[config.mk]
export PLATFORM = sky130hd
export DESIGN_NAME = rom_arbiter
export DESIGN_NICKNAME = d
export VERILOG_FILES = /design/src/rtl/rom_arbiter.sv
export SDC_FILE = /design/constraint.sdc
export NUM_CORES = 1
export LEC_CHECK = 0
export BUFFER_PORTS_ARGS = -buffer_cell sky130_fd_sc_hd__buf_2
export CAP_MARGIN = 20
export CORE_MARGIN = 2
export CORE_UTILIZATION = 42
export DETAILED_ROUTE_END_ITERATION = 12
export PLACE_DENSITY = 0.79
export REMOVE_ABC_BUFFERS = 1
export SYNTH_ARGS = -nofsm -noshare
export SYNTH_HDL_FRONTEND = slang
export SYNTH_SLANG_ARGS = --single-unit
export TNS_END_PERCENT = 10
[constraint.sdc]
create_clock -name clk -period 1.7 [get_ports clk]
set_clock_uncertainty 0.15 [all_clocks]
set_input_delay 0.17 -clock clk [delete_from_list [all_inputs] [get_ports clk]]
set_output_delay 0.17 -clock clk [all_outputs]
set_load 0.05 [all_outputs]
[src/rtl/rom_arbiter.sv]
// rom_arbiter: shares one combinational-read program ROM between the fetch
// stage and the execute stage. One access is granted per cycle. The read data
// is registered back to the winner one cycle later. Data reads normally win a
// conflict. A wait counter forces a fetch grant after MAX_WAIT consecutive losses.
//
// Optional feature macro: ROM_ARB_PERF_EN adds a saturating 16-bit
// conflict_cnt output that counts cycles with both requests high.
module rom_arbiter #(
   parameter int ADDR_W   = 16,
   parameter int DATA_W   = 16,
   parameter int MAX_WAIT = 3
) (
   input  logic              clk,
   input  logic              rst_n,
   input  logic              f_req,
   input  logic [ADDR_W-1:0] f_addr,
   output logic              f_gnt,
   output logic [DATA_W-1:0] f_rdata,
   output logic              f_valid,
   input  logic              d_req,
   input  logic [ADDR_W-1:0] d_addr,
   output logic              d_gnt,
   output logic [DATA_W-1:0] d_rdata,
   output logic              d_valid,
   output logic [ADDR_W-1:0] rom_address,
   input  logic [DATA_W-1:0] rom_read_value
`ifdef ROM_ARB_PERF_EN
   ,
   output logic [15:0]       conflict_cnt
`endif
);

   typedef enum logic [0:0] {
      ST_NORMAL  = 1'b0,
      ST_FORCE_F = 1'b1
   } state_t;

   localparam logic [3:0] MAX_WAIT_C = 4'(MAX_WAIT);
   localparam logic [3:0] WAIT_SAT_C = 4'd15;

   state_t            r_state;
   state_t            w_state_nxt;
   logic [3:0]        r_wait_cnt;
   logic [3:0]        w_wait_inc;
   logic [3:0]        w_wait_nxt;
   logic              w_f_gnt;
   logic              w_d_gnt;
   logic              w_f_loses;
   logic [ADDR_W-1:0] w_rom_address;
   logic [DATA_W-1:0] r_f_rdata;
   logic [DATA_W-1:0] r_d_rdata;
   logic              r_f_valid;
   logic              r_d_valid;

   // Grant decision: priority depends on FSM state, and nothing is granted while reset is asserted
   always_comb begin
      w_f_gnt = 1'b0;
      w_d_gnt = 1'b0;
      if (!rst_n) begin
         w_f_gnt = 1'b0;
         w_d_gnt = 1'b0;
      end else begin
         case (r_state)
            ST_FORCE_F: begin
               if (f_req) begin
                  w_f_gnt = 1'b1;
               end else if (d_req) begin
                  w_d_gnt = 1'b1;
               end else begin
                  w_f_gnt = 1'b0;
                  w_d_gnt = 1'b0;
               end
            end
            ST_NORMAL: begin
               if (d_req) begin
                  w_d_gnt = 1'b1;
               end else if (f_req) begin
                  w_f_gnt = 1'b1;
               end else begin
                  w_f_gnt = 1'b0;
                  w_d_gnt = 1'b0;
               end
            end
            default: begin
               w_f_gnt = 1'b0;
               w_d_gnt = 1'b0;
            end
         endcase
      end
   end

   // ROM address mux: the winner's address, or zero when idle or in reset
   always_comb begin
      w_rom_address = '0;
      if (w_f_gnt) begin
         w_rom_address = f_addr;
      end else if (w_d_gnt) begin
         w_rom_address = d_addr;
      end else begin
         w_rom_address = '0;
      end
   end

   // Starvation counter next value: count consecutive fetch losses, saturating at 15
   always_comb begin
      w_f_loses  = f_req & ~w_f_gnt;
      w_wait_inc = r_wait_cnt;
      w_wait_nxt = 4'd0;
      if (r_wait_cnt == WAIT_SAT_C) begin
         w_wait_inc = WAIT_SAT_C;
      end else begin
         w_wait_inc = r_wait_cnt + 4'd1;
      end
      if (w_f_loses) begin
         w_wait_nxt = w_wait_inc;
      end else begin
         w_wait_nxt = 4'd0;
      end
   end

   // FSM next state: force fetch after MAX_WAIT losses, release after a fetch grant or a dropped fetch request
   always_comb begin
      w_state_nxt = r_state;
      case (r_state)
         ST_NORMAL: begin
            if (w_f_loses && (w_wait_inc == MAX_WAIT_C)) begin
               w_state_nxt = ST_FORCE_F;
            end else begin
               w_state_nxt = ST_NORMAL;
            end
         end
         ST_FORCE_F: begin
            if (w_f_gnt || !f_req) begin
               w_state_nxt = ST_NORMAL;
            end else begin
               w_state_nxt = ST_FORCE_F;
            end
         end
         default: begin
            w_state_nxt = ST_NORMAL;
         end
      endcase
   end

   // State, starvation counter, and read-data/valid registers
   always_ff @(posedge clk) begin
      if (!rst_n) begin
         r_state    <= ST_NORMAL;
         r_wait_cnt <= 4'd0;
         r_f_rdata  <= '0;
         r_d_rdata  <= '0;
         r_f_valid  <= 1'b0;
         r_d_valid  <= 1'b0;
      end else begin
         r_state    <= w_state_nxt;
         r_wait_cnt <= w_wait_nxt;
         r_f_valid  <= w_f_gnt;
         r_d_valid  <= w_d_gnt;
         if (w_f_gnt) begin
            r_f_rdata <= rom_read_value;
         end
         if (w_d_gnt) begin
            r_d_rdata <= rom_read_value;
         end
      end
   end

`ifdef ROM_ARB_PERF_EN
   logic [15:0] r_conflict_cnt;

   // Conflict counter: count cycles with both requests high, saturating at all-ones
   always_ff @(posedge clk) begin
      if (!rst_n) begin
         r_conflict_cnt <= 16'd0;
      end else if (f_req && d_req && (r_conflict_cnt != 16'hFFFF)) begin
         r_conflict_cnt <= r_conflict_cnt + 16'd1;
      end
   end

   assign conflict_cnt = r_conflict_cnt;
`endif

   assign f_gnt       = w_f_gnt;
   assign d_gnt       = w_d_gnt;
   assign rom_address = w_rom_address;
   assign f_rdata     = r_f_rdata;
   assign d_rdata     = r_d_rdata;
   assign f_valid     = r_f_valid;
   assign d_valid     = r_d_valid;

endmodule

Yosys cells after proc, flatten, opt, wreduce, memory -nomap -nowiden. Index checks and enable logic that the tools add are counted.

Bitwise gates (word level): 3. Add/subtract/negate cells: 1. Equal/unequal tests: 2. Reductions and logical operators: 4. Mux-type cells: 14.

Operators by type and width (count): $mux 16 (2); $mux 1 (8); $pmux 1 s2 (3); $add 4x1->4 const B (1); $eq 4x2->1 const B (1); $eq 4x4->1 const B (1); $mux 4 (1); $not 1->1 (2); $reduce_and 2->1 (1); $and 1x1->1 (1); $logic_and 1x1->1 (1); $logic_not 1->1 (1); $logic_or 1x1->1 (1).

Flip-flop bits (word level): 39. Output and inout bits: 52. Input bits: 52. Word-level logic and storage cells: 30.

Logic depth before layout (Yosys ltp).
Depth in word-level cells: 9. Mapped depth: 5. Gate-level depth less buffers: 4.

Worst setup path before layout. Ideal clock, no wire load.

Kind: flip-flop to output port. Start: register r_state. End: output rom_address[10]. Cell stages (with the launch flop): 5. Required time: 1.380 ns. Buffers on the path: 1. Arrival time: 1.265 ns. Setup slack: 0.115 ns. Cell sequence: dfxtp_1 nor2b_4 nor2_8 buf_8 a22o_1.

Word-level cells in the longest chain between the ends: 5. Elaborated cells between the ends (all ways): 7. Those cells by class: mux (6); bitwise (1).

Ends and longest elaborated chain: from (decl) (line 41) `state_t r_state;`; from (signal assigned) (line 155) `r_state <= w_state_nxt;`; $not 1->1 (line 63) `case (r_state)`; $pmux 1 s2 (line 63); $mux 1 (line 59) `if (!rst_n) begin`; $mux 16 (line 97) `end else if (w_d_gnt) begin`; $mux 16 (*) (line 95) `if (w_f_gnt) begin`; to (decl) (line 25) `output logic [ADDR_W-1:0] rom_address,`.

Every way passes the cells marked *; elsewhere a longest branch is shown, timed or not.

Worst setup path after layout.
Start: register r_state. End: output rom_address[0].

Same word-level chain as after synthesis.

==> results by group <==
Synthesis
  • Post-Synth XOR/XNOR Area: less than 1%
  • Post-synthesis compound-gate area fraction: a little under an eighth
  • Cell variety after synth: 21
  • Post-Syn Area per Cell: roughly 9.9 µm²
  • Simple-gate share of the synthesized area: around 13%
  • Post-synthesis sequential area ratio: between 40% and 50%
  • Adder-cell share of the synthesized area: less than 1%
  • Largest family of logic cells by synthesized area: multiplexers
  • Ys Warns: 0
  • Mux cell area share after synthesis: about a fifth
  • Syn Std Cell Area: between 0.0015 and 0.002 mm²
  • Mapped Cells: between 150 and 200
  • #FFs+latches synth: 39

Finish
  • Reg area: 785 µm²
  • Final instance area: approximately 0.0025 mm²
  • P&R area growth vs syn: 51.3%
  • Multi-input logic area: approximately 770 µm²
  • Fillers: ~310
  • ANT cells: 0
  • Nets: ~340
  • Proportion of layout cells with a drive suffix above 1: between 40% and 50%

Routing
  • WL per Instance: between 10 and 15 µm
  • Pre-Repair DR Iteration Count: 3
  • Vias per inst: 4.76
  • Residual antenna-violating net count after detailed routing: 0
  • Final wirelength: 4.57 mm
  • # DRC: 0
  • Detailed Route Iter0 Violations: 34
  • Vias: 1604

STA
  • RSZ-0062 raised after global routing: true
  • Worst slew margin: between 80% and 90%
  • Final hold slack: approximately 7.6 ps
  • Max Clock Freq: slightly below 0.6 GHz
  • Actual slew at the worst max-slew pin: roughly 250 ps
  • # setup viols final: 0
  • Hold Vio Cnt, Final: 0
  • Max Slew Vio Count: 0
  • Period utilisation layout: between 90 and 100%
  • Final setup TNS: 0 ps
  • Tmin final: between 1500 and 2000 ps

Global route
  • Pin count of the biggest net entering global routing: 18
  • Total GRT Usage: about 20%
  • Number of global-route vias before repair: 1495
  • Remaining global-route overflow: 0
  • First-pass GRT wire length: approximately 7 mm
  • Initial antenna violation count: 0

Critical path
  • CP arrival: approximately 1400 ps
  • CP required: roughly 1400 ps
  • Worst setup EP type: primary output
  • Critical Path Source Type: flop
  • Maximum net fanout on the critical path: 7
  • Crit Path Category: flop to primary output

Floorplan
  • Core area: ~0.0037 mm²
  • Total die area: approximately 0.0045 mm²
  • Rows: 22
  • Die H: roughly 67 µm
  • Initial Util: 44.9%
  • Boundary Pins: ~100
  • Die width: between 60 and 70 µm

Power
  • IR drop worst, VDD: around 0.00068 V
  • Lkg Pwr: roughly 1.3 nW
  • Cell Pwr Density: between 800 and 900 mW/mm²

CTS
  • Clock slew at reported path FFs: 70 ps
  • H-tree Lvls: 2
  • CTS Buf Count: 5
  • Max Root-Sink Buffers: 2
  • Clock sinks: 39
  • Clock Latency Late Sink: between 200 and 300 ps
  • CTS tree: done
  • Root Driver: clkbuf_8

Run
  • Max_cap viols: 0

Placement
  • # port buffers: roughly 100
  • Placed Area: about 0.0022 mm²
  • Post-DP HPWL: 3.14 mm
  • Gp weighted congestion: around 0.72

Hold path
  • Hold crit path type: input port to flop

Run status
  • Status: finished clean
path summary, 6_finish.rpt:
kind | cells after the start | startpoint | to | slack (ps)
min reg2reg | 2 | d_rdata[3] | d_rdata[3] | 310
max reg2reg | 7 | r_state | f_rdata[7] | 110
min | 3 | rom_read_value[0] | d_rdata[0] | 8
max | 4 | r_state | rom_address[0] | 4
flip-flops by register name (all words and copies together) (netlist names):
name	cells
d_rdata	16
f_rdata	16
r_wait_cnt	4
d_valid	1
f_valid	1
r_state	1
synthesized netlist by cell type, drive strengths merged:
cell,n,area [µm²]
a211oi,1,7.51
a21oi,4,31.3
a22o,16,140
a31oi,2,12.5
buf,7,78.8
clkbuf,3,11.3
dfxtp,39,781
ha,1,12.5
inv,17,63.8
mux2i,32,320
nand2,35,136
nand3,3,15.0
nor2,7,42.5
nor2b,1,13.8
nor3,1,5.00
xnor2,1,8.76
where the power goes:
group	internal (mW)	switching, mW	total [mW]
Combinational	0.219	0.435	0.654
Sequential	0.968	0.0258	0.994
Clock	0.273	0.277	0.550
per-stage QoR:
stage | instances | total power [mW] | util, % | setup slack (ps)
final | 337 | 2.20 | 67.9 | 4.07
after global routing | 337 | 2.30 | 67.9 | -48.0
after CTS | 336 | 2.22 | 67.5 | 3.97
after detailed placement | 319 | 1.60 | 59.5 | 32.2
after global placement | 319 | 1.59 | 59.5 | 62.7
after floorplan | 160 | 1.42 | - | -434
cell type report:
class                           count  share of cell area (%)
Timing Repair Buffer              121                    31.2
Multi-Input combinational cell    106                    30.2
Clock buffer                        6                    2.85
Sequential cell                    39                    30.9
Inverter                           17                    2.51
Tap cell                           48                    2.36
cells by family (layout without fill, tap and decap cells):
kind of cell | after synthesis | in the layout
compound gates | 23 | 23
xor+xnor | 1 | 1
fa+ha+maj | 1 | 1
buf+inv | 27 | 144
flops | 39 | 39
mux | 32 | 32
simple gates | 47 | 49
layout by cell type, fill, tap and decap left out, drive strengths merged:
cell,synthesis,layout
inv,17,17
dlygate4sd3,0,5
a21oi,4,4
a31oi,2,2
nor3,1,1
nor2,7,9
a211oi,1,1
ha,1,1
nand3,3,3
nor2b,1,1
mux2i,32,32
xnor2,1,1
nand2,35,35
buf,7,116
dfxtp,39,39
clkbuf,3,6
a22o,16,16
metal layers:
| metal | track usage, % | wire, µm |
|---|---|---|
| met5 | 0 | 0 |
| met4 | 3.83 | 8 |
| met3 | 5.83 | 367 |
| met2 | 38.9 | 2380 |
| met1 | 22.2 | 1820 |
timing repair:
| action | 4_1_cts | 5_1_grt |
|---|---|---|
| gates resized for setup | 37 | 2 |
| pin swaps | 4 | 15 |
| setup buffers | 4 | 1 |
| endpoints found under the setup margin | 18 | 23 |
| hold buffers | 5 | 0 |
| endpoints found under the hold margin | 5 | 0 |
| cloned | 2 | 0 |
worst max-delay path, stage by stage (launching register included):
cell and delay, ps:
dfxtp_4 370, a21oi_4 190, buf_4 200, a22o_1 180, buf_6 170
Note: power is estimated with default switching activity, not from simulation.
